## src/rtl/pair_logic_unit.sv

```systemverilog
// pair_logic_unit
// ---------------
// Applies a selectable 2-input logic operation to each adjacent bit pair of
// an IN_W-bit word. In pass mode each accepted word produces one result. In
// accumulate mode ACC_LEN accepted beats are folded into a single result.
// The unit has one output register and full valid/ready backpressure.
//
// Optional feature macro: PLU_PARITY_EN
//   When defined, adds output out_par = ^out_data. It is registered
//   alongside out_data and resets to 0.
//
// Ports:
//   clk        sole clock, rising edge
//   rst        synchronous active-high reset
//   in_valid   input word present
//   in_ready   unit accepts the word this cycle
//   in_data    operand word; pair i = {in_data[2i+1], in_data[2i]}
//   mode       00 AND, 01 OR, 10 XOR, 11 NAND
//   acc_en     1 = accumulate, 0 = pass; sampled on each accepted beat
//   out_valid  out_data holds a result
//   out_ready  consumer takes the result
//   out_data   result; bit i belongs to pair i
//   out_par    (PLU_PARITY_EN only) even parity of out_data
//   out_last   result closes a group (always 1 in pass mode)
//   beat_cnt   beats already folded into the current group
module pair_logic_unit #(
  parameter int IN_W    = 4,
  parameter int ACC_LEN = 4,
  localparam int OUT_W  = IN_W / 2,
  localparam int CNT_W  = $clog2(ACC_LEN)
) (
  input  logic             clk,
  input  logic             rst,
  input  logic             in_valid,
  output logic             in_ready,
  input  logic [IN_W-1:0]  in_data,
  input  logic [1:0]       mode,
  input  logic             acc_en,
  output logic             out_valid,
  input  logic             out_ready,
  output logic [OUT_W-1:0] out_data,
`ifdef PLU_PARITY_EN
  output logic             out_par,
`endif
  output logic             out_last,
  output logic [CNT_W-1:0] beat_cnt
);

  typedef enum logic [1:0] {
    S_IDLE  = 2'b00,
    S_ACCUM = 2'b01,
    S_FULL  = 2'b10
  } state_t;

  localparam logic [CNT_W-1:0] LAST_CNT = CNT_W'(ACC_LEN - 1);

  // Pairwise operation over the whole input word.
  function automatic logic [OUT_W-1:0] pair_op(input logic [1:0] op,
                                               input logic [IN_W-1:0] word);
    logic [OUT_W-1:0] res;
    res = {OUT_W{1'b0}};
    for (int i = 0; i < OUT_W; i++) begin
      case (op)
        2'b00:   res[i] = word[2*i+1] & word[2*i];
        2'b01:   res[i] = word[2*i+1] | word[2*i];
        2'b10:   res[i] = word[2*i+1] ^ word[2*i];
        2'b11:   res[i] = ~(word[2*i+1] & word[2*i]);
        default: res[i] = 1'b0;
      endcase
    end
    return res;
  endfunction

  // NAND accumulates as AND with a single inversion at group end.
  function automatic logic [1:0] base_op(input logic [1:0] op);
    return (op == 2'b11) ? 2'b00 : op;
  endfunction

  // Combine the running accumulator with a new beat using a base operation.
  function automatic logic [OUT_W-1:0] fold_op(input logic [1:0] op,
                                               input logic [OUT_W-1:0] x,
                                               input logic [OUT_W-1:0] y);
    case (op)
      2'b00:   return x & y;
      2'b01:   return x | y;
      2'b10:   return x ^ y;
      default: return x & y;
    endcase
  endfunction

  // Even parity of a result word.
  function automatic logic parity(input logic [OUT_W-1:0] x);
    return ^x;
  endfunction

  state_t           state_r, state_s;
  logic [1:0]       mode_q_r, mode_q_s;
  logic [OUT_W-1:0] acc_r, acc_s;
  logic [CNT_W-1:0] cnt_s;
  logic [OUT_W-1:0] data_s;
  logic             last_s;
  logic             accept_s, take_s;
  logic [OUT_W-1:0] pass_res_s, start_res_s, acc_beat_s, fold_s, final_s;

  // In FULL the slot frees only when the consumer takes the result this cycle.
  assign in_ready = (state_r != S_FULL) || out_ready;
  assign accept_s = in_valid && in_ready;
  assign take_s   = out_valid && out_ready;

  // Inside a group every beat uses the base op of the mode latched at group
  // start; the NAND inversion is applied once, to the folded result.
  assign pass_res_s  = pair_op(mode, in_data);
  assign start_res_s = pair_op(base_op(mode), in_data);
  assign acc_beat_s  = pair_op(base_op(mode_q_r), in_data);
  assign fold_s      = fold_op(base_op(mode_q_r), acc_r, acc_beat_s);
  assign final_s     = (mode_q_r == 2'b11) ? ~fold_s : fold_s;

  // Next-state and next-output decode.
  always_comb begin
    state_s  = state_r;
    mode_q_s = mode_q_r;
    acc_s    = acc_r;
    cnt_s    = beat_cnt;
    data_s   = out_data;
    last_s   = out_last;
    case (state_r)
      // FULL with take and accept behaves exactly like a fresh beat in IDLE.
      S_IDLE, S_FULL: begin
        if (accept_s) begin
          if (acc_en) begin
            mode_q_s = mode;
            acc_s    = start_res_s;
            cnt_s    = CNT_W'(1);
            state_s  = S_ACCUM;
          end else begin
            data_s  = pass_res_s;
            last_s  = 1'b1;
            state_s = S_FULL;
          end
        end else if (take_s) begin
          state_s = S_IDLE;
        end else begin
          state_s = state_r;
        end
      end
      // mode and acc_en are ignored here; the group always runs to ACC_LEN.
      S_ACCUM: begin
        if (accept_s) begin
          if (beat_cnt == LAST_CNT) begin
            data_s  = final_s;
            last_s  = 1'b1;
            cnt_s   = {CNT_W{1'b0}};
            state_s = S_FULL;
          end else begin
            acc_s   = fold_s;
            cnt_s   = beat_cnt + CNT_W'(1);
            state_s = S_ACCUM;
          end
        end else begin
          state_s = S_ACCUM;
        end
      end
      default: begin
        state_s = S_IDLE;
      end
    endcase
  end

  // State, accumulator and output registers; rst overrides any handshake.
  always_ff @(posedge clk) begin
    if (rst) begin
      state_r   <= S_IDLE;
      mode_q_r  <= 2'b00;
      acc_r     <= {OUT_W{1'b0}};
      beat_cnt  <= {CNT_W{1'b0}};
      out_data  <= {OUT_W{1'b0}};
      out_last  <= 1'b0;
      out_valid <= 1'b0;
    end else begin
      state_r   <= state_s;
      mode_q_r  <= mode_q_s;
      acc_r     <= acc_s;
      beat_cnt  <= cnt_s;
      out_data  <= data_s;
      out_last  <= last_s;
      out_valid <= (state_s == S_FULL);
    end
  end

`ifdef PLU_PARITY_EN
  // Parity register tracks out_data so both change on the same edge.
  always_ff @(posedge clk) begin
    if (rst) begin
      out_par <= 1'b0;
    end else begin
      out_par <= parity(data_s);
    end
  end
`endif

endmodule

```

## config.mk

```make
export PLATFORM = sky130hd
export DESIGN_NAME = pair_logic_unit
export DESIGN_NICKNAME = d
export VERILOG_FILES = /design/src/rtl/pair_logic_unit.sv
export SDC_FILE = /design/constraint.sdc
export NUM_CORES = 1
export LEC_CHECK = 0
export ABC_AREA = 0
export BUFFER_PORTS_ARGS = -buffer_cell sky130_fd_sc_hd__buf_2
export CAP_MARGIN = 20
export CORE_MARGIN = 2
export CORE_UTILIZATION = 55
export DETAILED_ROUTE_END_ITERATION = 8
export MAX_ROUTING_LAYER = met4
export PLACE_DENSITY = 0.86
export SYNTH_ARGS = -nofsm -noshare
export SYNTH_HDL_FRONTEND = slang
export SYNTH_SLANG_ARGS = --single-unit
```

## constraint.sdc

```tcl
create_clock -name clk -period 2.63 [get_ports clk]
set_clock_uncertainty 0.2 [all_clocks]
set_input_delay 0.1315 -clock clk [delete_from_list [all_inputs] [get_ports clk]]
set_output_delay 0.1315 -clock clk [all_outputs]
set_load 0.01 [all_outputs]
```

==> flow_metrics.tcl <==
set metrics [dict create \
    status "complete, no violations" \
    postSynthCellCount 135 \
    clk_path_buf_depth 2 \
    gp_congestion 0.854 \
    cts_setup_buffers 0 \
    register_area_sq_um 241 \
    grt_pass1_vias 1024 \
    critPathKind "reg -> reg" \
    r2r_slack_ps 80 \
    detail_route.wl_per_cell_microns 14.8 \
    slew_violations 0 \
    finalCritPeriodShare_pct 97.0 \
    dieArea_sq_um 2410 \
    synth_seq_cells 12 \
    min_to "out_data[0]" \
    core_area_sq_um 1940 \
    max_slew_margin_pct 55.6 \
    ant_nets 0 \
    first_pass_iters 4 \
    die_w_microns 49.0 \
    rr_endpoint "out_data[1]" \
    final_hold_viol_count 0 \
    crit_path_end_kind "flop" \
    worstPathMaxFanout 5 \
    cp-start-kind "flop" \
    clk_pin_slew_ps 80 \
    rows 16 \
    syn-num-nets 165 \
    multiInputGateArea_sq_um 826 \
    critPathSlowestCell "dfxtp_1" \
    drt_iter0_markers 38 \
    finalNetCount 190 \
    maxCapViolations 0 \
    max_freq_mhz 392 \
    rr_worst_depth 11 \
    drt_wl_total_microns 2750 \
    crit_path_cell_trace "inv_1 -> ha_2 -> inv_1 -> o221ai_1 -> o21a_1 -> inv_1 -> ha_1 -> nand2_1 -> a2111oi_4 -> nor3_1 -> a211oi_2" \
    ir_worst_vdd_mv 0.411 \
    cts_tree "yes" \
    diodes 0 \
    synthDistinctLibCells 41 \
    avgViaCountPerCell 5.83 \
    setup_viol_count_final 0 \
    post-route-util_pct 69.5 \
    ios 18 \
    arrival_ps 2580 \
    netlist_area_sq_um 1120 \
    dpl_cell_area_sq_um 1220 \
    drc 0 \
    leakage_nw 0.579 \
    holdCritPathClass "in -> reg" \
    overflow 0 \
    synth.avg_cell_area_sq_um 8.27 \
    ys_warn_count 0 \
    tightest_slew_ps 664 \
    grt_max_degree 13 \
    hold_ws_ps 102 \
    clkLatencyLatePin_ps 290 \
    rr_startpoint "mode_q_r[1]" \
    crit_family "compound AO/OA/AOI/OAI gates" \
    path_buf_inv 3 \
    crit_path_max_incr_delay_ps 380 \
    cts-root-buf "clkbuf_4" \
    grt_pass1_wl_microns 4380 \
    worstHoldStart "acc_en" \
    cp.required_ps 2650 \
    dieHeight_microns 49.0 \
    placedCellCount 176 \
    period_minus_slack_ps 2550 \
    hpwl_microns 1950 \
    antenna_found_initial 0 \
    fillers 154 \
    power.density_nw_per_um2 395 \
    hold_depth 4 \
    yosysSeqAreaShare_pct 21.5 \
    numCtsBuffers 3 \
    initial_utilization_pct 57.5 \
    fin_cells 186 \
    synthFlopType "dfxtp_1" \
    synth_enable_flop_cells 0 \
    grt_util_all_layers_pct 24.3 \
    p_total_uw 533 \
    ys_async_sr_fraction_pct 0 \
    cpMostUsedCell "inv_1" \
    finalInstanceArea_sq_um 1350 \
    layout-drive-gt1-share_pct 18.9 \
    portBuffers 17 \
    syn_to_final_growth_pct 21.0 \
    vias 1084 \
    cts_max_level 1 \
    clock_sinks 12 \
]
-- layout make-up --
type | count | share of cell area [%]
clock buffer | 4 | 2.69
inverter | 18 | 5.00
timing repair buffer | 23 | 10.8
multi-input combinational | 102 | 61.2
tap | 27 | 2.50
sequential | 12 | 17.9
-- where the power goes --
part           total [mW]  internal, mW  switching, mW
Combinational       0.171        0.0760         0.0948
Sequential          0.210         0.196         0.0147
Clock               0.152        0.0845         0.0678
Total               0.533         0.356          0.177
-- cells by family after synthesis --
family	Yosys count	synth area share [%]
AO/OA/AOI/OAI	35	25.1
buffers and inverters	21	7.51
XOR/XNOR	1	0.785
multiplexers	3	2.69
adder cells (fa/ha/maj)	19	21.3
flip-flops	12	21.5
AND/OR/NAND/NOR	44	21.1
-- cells in the mapped netlist (2+ instances only) --
cell type,number,area [sq um]
a21oi_1,8,40.0
a311oi_1,3,26.3
a31o_1,2,17.5
dfxtp_1,12,240
ha_1,19,238
inv_1,17,63.8
mux2i_1,3,30.0
nand2_1,10,37.5
nand2b_1,8,50.1
nand3b_1,2,15.0
nor2_1,9,33.8
nor2b_1,3,18.8
nor3_1,4,20.0
o2111ai_1,2,17.5
o211ai_1,3,22.5
o21a_1,2,15.0
o21ai_1,2,10.0
o221ai_1,3,26.3
-- how the worst max path moves through the flow --
stage,from,end,slack [ps],cells past startpoint
floorplan,mode_q_r[0],out_data[1],260,11
global placement,mode_q_r[0],out_data[1],150,11
detailed placement,mode_q_r[0],out_data[1],-90,11
CTS,mode_q_r[0],out_data[1],40,11
global route,mode_q_r[1],out_data[1],-60,11
finish,mode_q_r[1],out_data[1],80,11
-- tightest hold or removal path, delay by kind of cell --
family,cells,cell delay [ps]
compound gates,3,300
buf+inv,1,100
-- state kept, by name, summed over array words and instances, names as in the netlist --
name	count
out_data	2
state_r	2
out_last	1
out_valid	1
mode_q_r	2
acc_r	2
beat_cnt	2
-- timing repair --
item	CTS	global route
resized for setup	3	4
endpoints found under the setup margin	1	1
hold endpoints to repair	9	0
gates cloned	0	0
hold buffers	6	0
-- per-stage QoR --
stage / worst slack, ps / TNS, ps
6_report: 77.8 / 0
5_1_grt: -61.2 / -61.2
2_1_floorplan: 261 / 0
4_1_cts: 37.7 / 0
3_3_place_gp: 152 / 0
3_5_place_dp: -89.5 / -89.5
-- per-layer routing --
metal | vias to the layer above | track usage (%) | part of all wire [%]
met5 | - | - | 0
met4 | 0 | 6.67 | 1.4
met3 | 5 | 5.52 | 5.4
met2 | 36 | 41.6 | 50
met1 | 510 | 28.5 | 43
li1 | 533 | - | -
-- cells in the final DEF (no fill, tap or decap), types with 4 or more instances in the layout --
cell           netlist  final
nor3_1               4      4
ha_1                19     17
nor2_1               9      9
buf_2                1     17
inv_1               17     17
a21oi_1              8      8
dfxtp_1             12     11
dlygate4sd3_1        0      6
nand2b_1             8      8
nand2_1             10     10
Power figures use the tool's default switching activity.
